`src/rtl/cla_pkg.sv`:
```
// Shared definitions for the nibble-serial carry-lookahead adder.
//   state_t : sequencer states (IDLE, RUN, DONE); encoding 2'd3 is unused
//   NIB_W   : width of one CLA pass in bits
//   clog2   : ceiling log2, used to size the nibble index
package cla_pkg;

  localparam int unsigned NIB_W = 4;

  typedef enum logic [1:0] {
    ST_IDLE = 2'd0,
    ST_RUN  = 2'd1,
    ST_DONE = 2'd2
  } state_t;

  function automatic int unsigned clog2(input int unsigned n);
    int unsigned w;
    int unsigned v;
    w = 0;
    v = 1;
    while (v < n) begin
      v = v << 1;
      w++;
    end
    return w;
  endfunction

endpackage

```
`src/rtl/cla_adder_4.sv`:
```
// 4-bit carry-lookahead adder, purely combinational.
//   a_in, b_in : 4-bit operands
//   c_in       : carry-in
//   sum_out    : {carry-out, sum[3:0]}
module cla_adder_4 (
  input  logic [3:0] a_in,
  input  logic [3:0] b_in,
  input  logic       c_in,
  output logic [4:0] sum_out
);

  logic [3:0] g;
  logic [3:0] p;
  logic [4:0] c;

  always_comb begin
    g    = a_in & b_in;
    p    = a_in ^ b_in;
    c    = '0;
    c[0] = c_in;
    c[1] = g[0] | (p[0] & c_in);
    c[2] = g[1] | (p[1] & g[0]) | (p[1] & p[0] & c_in);
    c[3] = g[2] | (p[2] & g[1]) | (p[2] & p[1] & g[0])
         | (p[2] & p[1] & p[0] & c_in);
    c[4] = g[3] | (p[3] & g[2]) | (p[3] & p[2] & g[1])
         | (p[3] & p[2] & p[1] & g[0])
         | (p[3] & p[2] & p[1] & p[0] & c_in);
    sum_out = {c[4], p ^ c[3:0]};
  end

endmodule

```
`src/rtl/cla_seq_adder.sv`:
```
// Nibble-serial adder: accepts WIDTH-bit operands over a valid/ready
// handshake, adds one nibble per clock through a single cla_adder_4 with the
// carry rippled through a register, and presents {carry-out, sum} over a
// second valid/ready handshake.
//   clk, rst_n    : clock, asynchronous active-low reset
//   in_valid_in   : operands offered       in_ready_out  : idle, can accept
//   a_in, b_in    : WIDTH-bit operands     c_in          : carry-in
//   out_valid_out : result available       out_ready_in  : consumer accepts
//   sum_out       : WIDTH+1 bit result     busy_out      : addition running
module cla_seq_adder
  import cla_pkg::*;
#(
  parameter int unsigned WIDTH = 16
) (
  input  logic             clk,
  input  logic             rst_n,
  input  logic             in_valid_in,
  output logic             in_ready_out,
  input  logic [WIDTH-1:0] a_in,
  input  logic [WIDTH-1:0] b_in,
  input  logic             c_in,
  output logic             out_valid_out,
  input  logic             out_ready_in,
  output logic [WIDTH:0]   sum_out,
  output logic             busy_out
);

  localparam int unsigned NIBBLES = WIDTH / NIB_W;
  localparam int unsigned IDX_W   = (clog2(NIBBLES) == 0) ? 1 : clog2(NIBBLES);

  if (WIDTH == 0 || (WIDTH % NIB_W) != 0) begin : g_width_check
    $error("cla_seq_adder: WIDTH must be a positive multiple of 4");
  end

  state_t             state;
  state_t             state_nxt;
  logic [WIDTH-1:0]   a_reg;
  logic [WIDTH-1:0]   b_reg;
  logic               carry_reg;
  logic [IDX_W-1:0]   nib_idx;
  logic [WIDTH:0]     res;
  logic [NIB_W-1:0]   a_nib;
  logic [NIB_W-1:0]   b_nib;
  logic [NIB_W:0]     cla_sum;
  logic               is_last;

  // Nibble select written as a constant-index loop so every slice is static.
  always_comb begin
    a_nib = '0;
    b_nib = '0;
    for (int unsigned i = 0; i < NIBBLES; i++) begin
      if (nib_idx == IDX_W'(i)) begin
        a_nib = a_reg[i*NIB_W +: NIB_W];
        b_nib = b_reg[i*NIB_W +: NIB_W];
      end
    end
    is_last = (nib_idx == IDX_W'(NIBBLES - 1));
  end

  cla_adder_4 u_cla (
    .a_in    (a_nib),
    .b_in    (b_nib),
    .c_in    (carry_reg),
    .sum_out (cla_sum)
  );

  always_ff @(posedge clk or negedge rst_n) begin
    if (!rst_n) begin
      state <= ST_IDLE;
    end else begin
      state <= state_nxt;
    end
  end

  always_comb begin
    state_nxt     = state;
    in_ready_out  = 1'b0;
    out_valid_out = 1'b0;
    busy_out      = 1'b0;
    sum_out       = res;
    case (state)
      ST_IDLE: begin
        in_ready_out = 1'b1;
        if (in_valid_in) state_nxt = ST_RUN;
      end
      ST_RUN: begin
        busy_out = 1'b1;
        if (is_last) state_nxt = ST_DONE;
      end
      ST_DONE: begin
        out_valid_out = 1'b1;
        if (out_ready_in) state_nxt = ST_IDLE;
      end
      default: state_nxt = ST_IDLE;
    endcase
  end

  always_ff @(posedge clk or negedge rst_n) begin
    if (!rst_n) begin
      a_reg     <= '0;
      b_reg     <= '0;
      carry_reg <= 1'b0;
      nib_idx   <= '0;
      res       <= '0;
    end else begin
      case (state)
        ST_IDLE: begin
          if (in_valid_in) begin
            a_reg     <= a_in;
            b_reg     <= b_in;
            carry_reg <= c_in;
            nib_idx   <= '0;
            res       <= '0;
          end
        end
        ST_RUN: begin
          for (int unsigned i = 0; i < NIBBLES; i++) begin
            if (nib_idx == IDX_W'(i)) res[i*NIB_W +: NIB_W] <= cla_sum[NIB_W-1:0];
          end
          carry_reg <= cla_sum[NIB_W];
          if (is_last) begin
            res[WIDTH] <= cla_sum[NIB_W];
          end else begin
            nib_idx <= nib_idx + IDX_W'(1);
          end
        end
        default: ;
      endcase
    end
  end

endmodule

```
`config.mk`:
```
export PLATFORM = sky130hd
export DESIGN_NAME = cla_seq_adder
export DESIGN_NICKNAME = d
export VERILOG_FILES = /design/src/rtl/cla_pkg.sv /design/src/rtl/cla_adder_4.sv /design/src/rtl/cla_seq_adder.sv
export SDC_FILE = /design/constraint.sdc
export NUM_CORES = 1
export LEC_CHECK = 0
export BUFFER_PORTS_ARGS = -buffer_cell sky130_fd_sc_hd__buf_2
export CAP_MARGIN = 20
export CORE_MARGIN = 2
export CORE_UTILIZATION = 55
export CTS_BUF_LIST = sky130_fd_sc_hd__clkbuf_4 sky130_fd_sc_hd__clkbuf_8 sky130_fd_sc_hd__clkbuf_16
export CTS_CLUSTER_DIAMETER = 60
export DETAILED_ROUTE_END_ITERATION = 16
export PLACE_DENSITY = 0.81
export SLEW_MARGIN = 20
export SYNTH_ARGS = -nofsm -noshare
export SYNTH_HDL_FRONTEND = slang
export SYNTH_HIERARCHICAL = 1
export SYNTH_SLANG_ARGS = --single-unit
```
`constraint.sdc`:
```
create_clock -name clk -period 6.1 [get_ports clk]
set_input_delay 0 -clock clk [delete_from_list [all_inputs] [get_ports clk]]
set_output_delay 0 -clock clk [all_outputs]
set_load 0.02 [all_outputs]
```
==> results.rst, run 1 <==
.. list-table::
   :header-rows: 1

   * - Metric
     - Value
   * - Placement Setup Slack
     - 3.23 ns
   * - Worst slew margin
     - 0.481
   * - Area overhead of the layout relative to synthesis
     - 28.9%
   * - GR Util All Layers
     - 0.243
   * - Routed length per placed instance
     - 16.0 um
   * - Cts bufs inserted
     - 5
   * - Final-stage net count
     - 367
   * - Post-detailed-route count of antenna-violating nets
     - 0
   * - FF-to-FF End
     - carry_reg$_DFFE_PN0P_
   * - Mapped cell area
     - 2620 sq um
   * - Number of buffers inserted by port buffering
     - between 50 and 60
   * - Count of flip-flops with a built-in enable after synthesis
     - 0
   * - Count of final hold-check violations
     - 0
   * - Initial antenna violation count
     - 0
   * - Power per cell area
     - 586 nW/um^2
   * - Post-DP HPWL
     - 3930 um
   * - Data arrival at the endpoint of the critical path
     - 3.11 ns
   * - Slowest CP cell
     - nor2b_1
   * - Setup slack of the critical path after layout
     - 3.18 ns
   * - Final worst path period need
     - 2.92 ns
   * - Wire length of the first global-routing pass
     - 9770 um
   * - Worst reg2reg path depth
     - 11
   * - CTS Root Cell
     - clkbuf_8
   * - Main synth FF type
     - dfrtp_1
   * - Die X-Extent
     - roughly 73 um
   * - Clock Latency Late Sink
     - approximately 0.31 ns
   * - Die area
     - around 5300 sq um
   * - Hold Path Depth
     - 4
   * - TritonCTS clock tree
     - done
   * - Setup repair after global routing missed its margin
     - false
   * - Number of global-route vias before repair
     - just over 2,000
   * - Data required time at the worst endpoint
     - 6.29 ns
   * - Max Freq
     - 0.342 GHz
   * - Ant. Diodes
     - 0
   * - P_leak
     - 1.56 nW
   * - Setup Fix Bufs, Post-CTS
     - 0
   * - Largest stage delay on the critical path
     - 0.43 ns
   * - DRC violations left
     - 0
   * - Worst min path class
     - input port to flop
   * - Most frequent standard cell in the layout excluding fill and tap cells
     - buf_2
   * - Clock sink count
     - 54
   * - Largest net degree at the start of global routing
     - 55
   * - Worst IR Drop VDD
     - 0.000287 V
   * - Ys async rst share
     - 1.00
   * - Iteration-0 DRC count of the detailed router
     - slightly above 100
   * - Worst Setup EP
     - carry_reg$_DFFE_PN0P_
   * - Most area-hungry cell type in the Yosys netlist
     - dfrtp_1
   * - Worst setup path startpoint
     - nib_idx[1]$_DFFE_PN0P_
   * - Area fraction of the dominant cell type after synthesis
     - 0.516
   * - Max FFs per register
     - 17
   * - Number of levels the H-tree was split into
     - 2
   * - Critical path capture point type
     - flop
   * - CP Launch Type
     - flop
   * - Number of synthesis warnings
     - 6
   * - Post-synthesis cell count
     - roughly 230
   * - Crit Path Category
     - flop to flop
   * - Maximum capacitance violations
     - 0
   * - Routability cong.
     - 0.840
   * - Placement Rows
     - 25
   * - Overall via count from detail_route
     - 2,060
   * - Critical-path maximum fanout
     - 12
   * - Final max-slew violation count
     - 0
   * - Wire length reported by the detailed router
     - 6020 um
   * - Syn nets
     - 277
   * - Per-instance average area after synthesis
     - 11.3 sq um
   * - Setup-failing EPs final
     - 0
   * - Share of layout cells above drive strength 1
     - 0.307
   * - Startpoint of the lowest-slack register-to-register path
     - nib_idx[1]$_DFFE_PN0P_
   * - Sequential area share after synthesis
     - 0.516
   * - Commonest cells after routing, fill and taps aside
     - buf_2 (56), dfrtp_1 (54), nand2_1 (42)
   * - Chain of cells forming the critical path
     - inv_1 -> ha_1 -> nor2b_1 -> a22oi_1 -> a21oi_1 -> ha_1 -> a21o_1 -> a31o_1 -> a21o_1 -> a22oi_1 -> o21ai_0
   * - Setup total negative slack
     - 0 ns
   * - Status
     - completed
   * - Ports
     - 57
   * - Fin crit share
     - 0.479
   * - Clock-pin slew reported for the worst setup and hold paths after clock tree synthesis
     - about 0.10 ns
   * - First-pass detailed-route iteration total
     - 4
   * - Worst reg2reg setup slack
     - 3.18 ns
   * - Number of register bits inferred by synthesis
     - 54
   * - Overflow left after global routing
     - 0
   * - Core region area
     - 4660 sq um
   * - Die H
     - 73.0 um
   * - Initial standard-cell utilization of the core
     - 0.562
   * - Final hold slack
     - roughly 0.27 ns
   * - Actual slew at the worst max-slew pin
     - 0.778 ns
   * - Worst-case clock skew
     - 0.00641 ns
   * - Maximum buffer depth of the clock tree
     - 2
   * - Via density per instance
     - 5.48
   * - Cell types with the largest area share after synthesis
     - dfrtp_1 (52%), mux2_2 (13%), nand2_1 (6.0%)
   * - Number of library cell types mapped by synthesis
     - 31
==> stage by stage <==
step / power, mW / cells / instance area [sq um] / util
2_1_floorplan: 1.45 / 231 / 2620 / -
6_report: 1.98 / 376 / 3370 / 0.724
5_1_grt: 2.14 / 376 / 3370 / 0.724
3_5_place_dp: 1.73 / 333 / 2910 / 0.624
4_1_cts: 1.98 / 376 / 3370 / 0.724
3_3_place_gp: 1.68 / 333 / 2910 / 0.624
==> routing by layer <==
layer	wire, um	track usage	part of all wire
met1	2500	0.288	0.42
met2	3220	0.444	0.54
met3	219	0.0483	0.036
met4	78	0.0658	0.013
met5	0	0	0
==> cell families (layout without fill, tap and decap cells) <==
logic type                 Yosys count  count (layout)  synth area share
and+or+nand+nor                     61              61             0.110
buffers and inverters               20             111            0.0411
adders and majority gates            9               9            0.0459
DFF                                 54              54             0.516
AOI/OAI and AO/OA                   52              52             0.139
muxes                               32              32             0.138
xor gates and xnor gates             3               3            0.0100
==> cells in the mapped netlist, types with 2 or more instances <==
library cell,n
o21ai_0,2
dfrtp_1,54
clkbuf_1,4
mux2_1,2
nand2_1,42
buf_6,4
xnor2_1,2
mux2_2,30
nor2b_1,6
o211ai_1,17
nor2_1,2
a21o_1,4
nand2b_1,6
buf_2,2
nand3b_1,2
a22oi_1,8
ha_1,8
o22ai_1,7
o311ai_0,2
inv_1,9
a21oi_1,8
==> power by group <==
| part | internal (mW) | switching [mW] | leakage, nW |
|---|---|---|---|
| Combinational | 0.463 | 0.615 | 0.839 |
| Sequential | 0.526 | 0.128 | 0.664 |
| Clock | 0.123 | 0.122 | 0.0585 |
| Total | 1.11 | 0.864 | 1.56 |
==> cell type report <==
| cell class | count | area [sq um] |
|---|---|---|
| fillers | 318 | 1290 |
| inverters | 10 | 37.5 |
| multi-input cells | 157 | 1160 |
| flip-flops and latches | 54 | 1350 |
| well taps | 54 | 67.6 |
| repair buffers | 93 | 646 |
| clock buffers | 5 | 68.8 |
| clock inverters | 3 | 43.8 |
==> worst max-delay path: cells and delay by family, from the launching register on <==
family,cells,cell delay [ns]
adder cells (fa/ha/maj),2,0.60
AO/OA/AOI/OAI,7,1.27
AND/OR/NAND/NOR,1,0.43
buffers and inverters,1,0.09
flip-flops,1,0.40
==> worst min path at each step <==
stage | startpoint | slack, ns | endpoint
6_report | in_valid_in | 0.27 | sum_out[2]$_DFFE_PN0P_
5_1_grt | in_valid_in | 0.29 | sum_out[15]$_DFFE_PN0P_
4_1_cts | in_valid_in | 0.26 | sum_out[2]$_DFFE_PN0P_
3_5_place_dp | rst_n | 0.16 | sum_out[14]$_DFFE_PN0P_
3_3_place_gp | rst_n | 0.16 | sum_out[14]$_DFFE_PN0P_
2_1_floorplan | rst_n | -0.30 | a_reg[0]$_DFFE_PN0P_
==> timing repair <==
action | 4_1_cts | 5_1_grt
hold buffers | 35 | 0
resized for setup | 0 | 0
hold endpoints to repair | 88 | 0
(Power assumes the default switching activity.)
==> run 2, diff against run 1 <==
--- a/config.mk
+++ b/config.mk
@@ -8,11 +8,11 @@
 export BUFFER_PORTS_ARGS = -buffer_cell sky130_fd_sc_hd__buf_2
 export CAP_MARGIN = 20
 export CORE_MARGIN = 2
-export CORE_UTILIZATION = 55
+export CORE_UTILIZATION = 54
 export CTS_BUF_LIST = sky130_fd_sc_hd__clkbuf_4 sky130_fd_sc_hd__clkbuf_8 sky130_fd_sc_hd__clkbuf_16
 export CTS_CLUSTER_DIAMETER = 60
 export DETAILED_ROUTE_END_ITERATION = 16
-export PLACE_DENSITY = 0.81
+export PLACE_DENSITY = 0.79
 export SLEW_MARGIN = 20
 export SYNTH_ARGS = -nofsm -noshare
 export SYNTH_HDL_FRONTEND = slang
==> constraint.sdc (replaced) <==
create_clock -name clk -period 2.9 [get_ports clk]
set_input_delay 0 -clock clk [delete_from_list [all_inputs] [get_ports clk]]
set_output_delay 0 -clock clk [all_outputs]
set_load 0.02 [all_outputs]
==> results.rst, run 2 (synthesized netlist as in run 1, its figures left out) <==
.. list-table::
   :header-rows: 1

   * - Metric
     - Value
   * - Actual slew at the worst max-slew pin
     - 0.717 ns (was 0.778 ns)
   * - Portion of total power attributed to sequential cells
     - 0.327 (was 0.331)
   * - FF-to-FF End
     - carry_reg$_DFFE_PN0P_ (unchanged)
   * - Setup total negative slack
     - 0 ns (unchanged)
   * - Power per cell area
     - 1230 nW/um^2 (was 586 nW/um^2)
   * - Number of levels the H-tree was split into
     - 2 (unchanged)
   * - Slowest CP cell
     - dfrtp_1 (was nor2b_1)
   * - Die H
     - 73.6 um (was 73.0 um)
   * - Status
     - completed (unchanged)
   * - Setup-failing EPs final
     - 0 (unchanged)
   * - Clock Latency Late Sink
     - 0.31 ns (about the same)
   * - Maximum capacitance violations
     - 0 (unchanged)
   * - Worst reg2reg path depth
     - 11 (unchanged)
   * - P_leak
     - 1.57 nW (was 1.56 nW)
   * - GR Util All Layers
     - 0.229 (was 0.243)
   * - Commonest cells after routing, fill and taps aside
     - buf_2 (55), dfrtp_1 (54), nand2_1 (42) (was buf_2 (56), dfrtp_1 (54), nand2_1 (42))
   * - Die X-Extent
     - 73.6 um (was 73.0 um)
   * - Initial standard-cell utilization of the core
     - 0.558 (was 0.562)
   * - Wire length reported by the detailed router
     - 5810 um (was 6020 um)
   * - Most frequent standard cell in the layout excluding fill and tap cells
     - buf_2 (unchanged)
   * - Final max-slew violation count
     - 0 (unchanged)
   * - CP Launch Type
     - flop (unchanged)
   * - First-pass detailed-route iteration total
     - 4 (unchanged)
   * - Routed length per placed instance
     - 15.3 um (was 16.0 um)
   * - Iteration-0 DRC count of the detailed router
     - 99 (was 101)
   * - Combinational share of power
     - 0.552 (was 0.545)
   * - Routability cong.
     - 0.918 (was 0.840)
   * - Placement Rows
     - 25 (unchanged)
   * - DRC violations left
     - 0 (unchanged)
   * - Final core occ
     - 0.727 (was 0.724)
   * - Initial antenna violation count
     - 0 (unchanged)
   * - Net switching power
     - 1.81 mW (was 864 uW)
   * - Final worst path period need
     - 2.72 ns (was 2.92 ns)
   * - CTS Root Cell
     - clkbuf_8 (unchanged)
   * - Core region area
     - 4690 sq um (was 4660 sq um)
   * - Overall via count from detail_route
     - 2,081 (was 2,060)
   * - Final-stage net count
     - 370 (was 367)
   * - Wire length of the first global-routing pass
     - 9610 um (was 9770 um)
   * - Die area
     - 5420 sq um (was 5330 sq um)
   * - Worst reg2reg setup slack
     - 0.18 ns (was 3.18 ns)
   * - Setup repair after global routing missed its margin
     - false (unchanged)
   * - Worst-case clock skew
     - 0.00886 ns (was 0.00641 ns)
   * - Via density per instance
     - 5.49 (was 5.48)
   * - Ports
     - 57 (unchanged)
   * - Ant. Diodes
     - 0 (unchanged)
   * - Critical-path maximum fanout
     - 6 (was 12)
   * - Worst slew margin
     - 0.522 (was 0.481)
   * - Post-place instance area
     - 2930 sq um (was 2910 sq um)
   * - Final hold slack
     - 0.230 ns (was 0.267 ns)
   * - Crit Path Category
     - flop to flop (unchanged)
   * - TritonCTS clock tree
     - done (unchanged)
   * - Chain of cells forming the critical path
     - inv_1 -> ha_2 -> or3b_2 -> o21ai_0 -> a31oi_1 -> ha_1 -> a21o_1 -> a31o_1 -> a21o_1 -> a22oi_1 -> o21ai_0 (was inv_1 -> ha_1 -> nor2b_1 -> a22oi_1 -> a21oi_1 -> ha_1 -> a21o_1 -> a31o_1 -> a21o_1 -> a22oi_1 -> o21ai_0)
   * - Clock-pin slew reported for the worst setup and hold paths after clock tree synthesis
     - 0.10 ns (about the same)
   * - Setup Fix Bufs, Post-CTS
     - 0 (unchanged)
   * - Worst min path class
     - input port to asynchronous set/reset pin (was input port to flop)
   * - Switching share of power
     - 0.433 (was 0.437)
   * - Max Freq
     - 0.368 GHz (was 0.342 GHz)
   * - Count of final hold-check violations
     - 0 (unchanged)
   * - Share of layout cells above drive strength 1
     - 0.326 (was 0.307)
   * - Largest stage delay on the critical path
     - 0.45 ns (was 0.43 ns)
   * - Fin crit share
     - 0.937 (was 0.479)
   * - Post-detailed-route count of antenna-violating nets
     - 0 (unchanged)
   * - Data required time at the worst endpoint
     - 3.07 ns (was 6.29 ns)
   * - Data arrival at the endpoint of the critical path
     - 2.89 ns (was 3.11 ns)
   * - Largest net degree at the start of global routing
     - 45 (was 55)
   * - Area overhead of the layout relative to synthesis
     - 30.3% (was 28.9%)
   * - Total internal power
     - 2.38 mW (was 1.11 mW)
   * - Area of all placed cells without fillers
     - 3410 sq um (was 3370 sq um)
   * - Overflow left after global routing
     - 0 (unchanged)
   * - Maximum buffer depth of the clock tree
     - 2 (unchanged)
   * - Cts bufs inserted
     - 5 (unchanged)
   * - Startpoint of the lowest-slack register-to-register path
     - nib_idx[0]$_DFFE_PN0P_ (was nib_idx[1]$_DFFE_PN0P_)
   * - Relative contribution of the clock network to total power
     - 0.121 (was 0.124)
   * - Max FFs per register
     - 17 (unchanged)
   * - Number of buffers inserted by port buffering
     - 56 (unchanged)
   * - Critical path capture point type
     - flop (unchanged)
   * - Number of global-route vias before repair
     - 2,078 (was 2,053)
   * - Clock sink count
     - 54 (unchanged)
   * - Worst IR Drop VDD
     - 0.000693 V (was 0.000287 V)
   * - Post-DP HPWL
     - 3930 um (about the same)
## run 2: worst max path at each step
stage / from / end / cells past startpoint
floorplan: nib_idx[0]$_DFFE_PN0P_ / carry_reg$_DFFE_PN0P_ / 11
global placement: nib_idx[1]$_DFFE_PN0P_ / carry_reg$_DFFE_PN0P_ / 11
detailed placement: nib_idx[0]$_DFFE_PN0P_ / carry_reg$_DFFE_PN0P_ / 10
CTS: nib_idx[0]$_DFFE_PN0P_ / carry_reg$_DFFE_PN0P_ / 10
global route: nib_idx[0]$_DFFE_PN0P_ / carry_reg$_DFFE_PN0P_ / 11
finish: nib_idx[0]$_DFFE_PN0P_ / carry_reg$_DFFE_PN0P_ / 11
## run 2: routing by layer
metal	global-route usage	part of all wire	vias to the layer above
met5	0	0	-
met4	0.0727	0.022	0
met3	0.0398	0.034	13
met2	0.387	0.52	56
met1	0.301	0.43	1011
li1	-	-	1001
## run 2: stage by stage
stage,setup slack (ns),std cells,total power [mW]
after CTS,0.166,379,4.20
after global routing,0.0119,379,4.54
after floorplan,0.339,231,3.05
after global placement,0.231,336,3.59
after detailed placement,0.186,336,3.65
final,0.181,379,4.19
## run 2: power groups by stage
| stage | clock network [mW] | logic [mW] | registers [mW] |
|---|---|---|---|
| detailed placement | 0 | 2.26 | 1.39 |
| finish | 0.507 | 2.32 | 1.37 |
| CTS | 0.515 | 2.31 | 1.37 |
| global placement | 0 | 2.21 | 1.37 |
| floorplan | 0 | 1.68 | 1.37 |
| global route | 0.546 | 2.57 | 1.42 |
## run 2: area by class of cell
| type | instances | area, sq um |
|---|---|---|
| well taps | 54 | 67.6 |
| multi-input cells | 157 | 1170 |
| flip-flops and latches | 54 | 1350 |
| clock buffers | 5 | 68.8 |
| inverters | 10 | 41.3 |
| clock inverters | 3 | 43.8 |
| repair buffers | 96 | 671 |
| fillers | 328 | 1280 |
## run 2: worst max-delay path, delay by kind of cell (launching register included)
family | cells | cell delay [ns]
compound gates | 7 | 1.03
buf+inv | 1 | 0.11
flops | 1 | 0.45
fa+ha+maj | 2 | 0.56
simple gates | 1 | 0.44
## run 2: what timing repair did
item / 4_1_cts / 5_1_grt
endpoints found under the hold margin: 77 / 0
hold buffers: 35 / 0
gates resized for setup: 0 / 4
setup endpoints to repair: 0 / 9
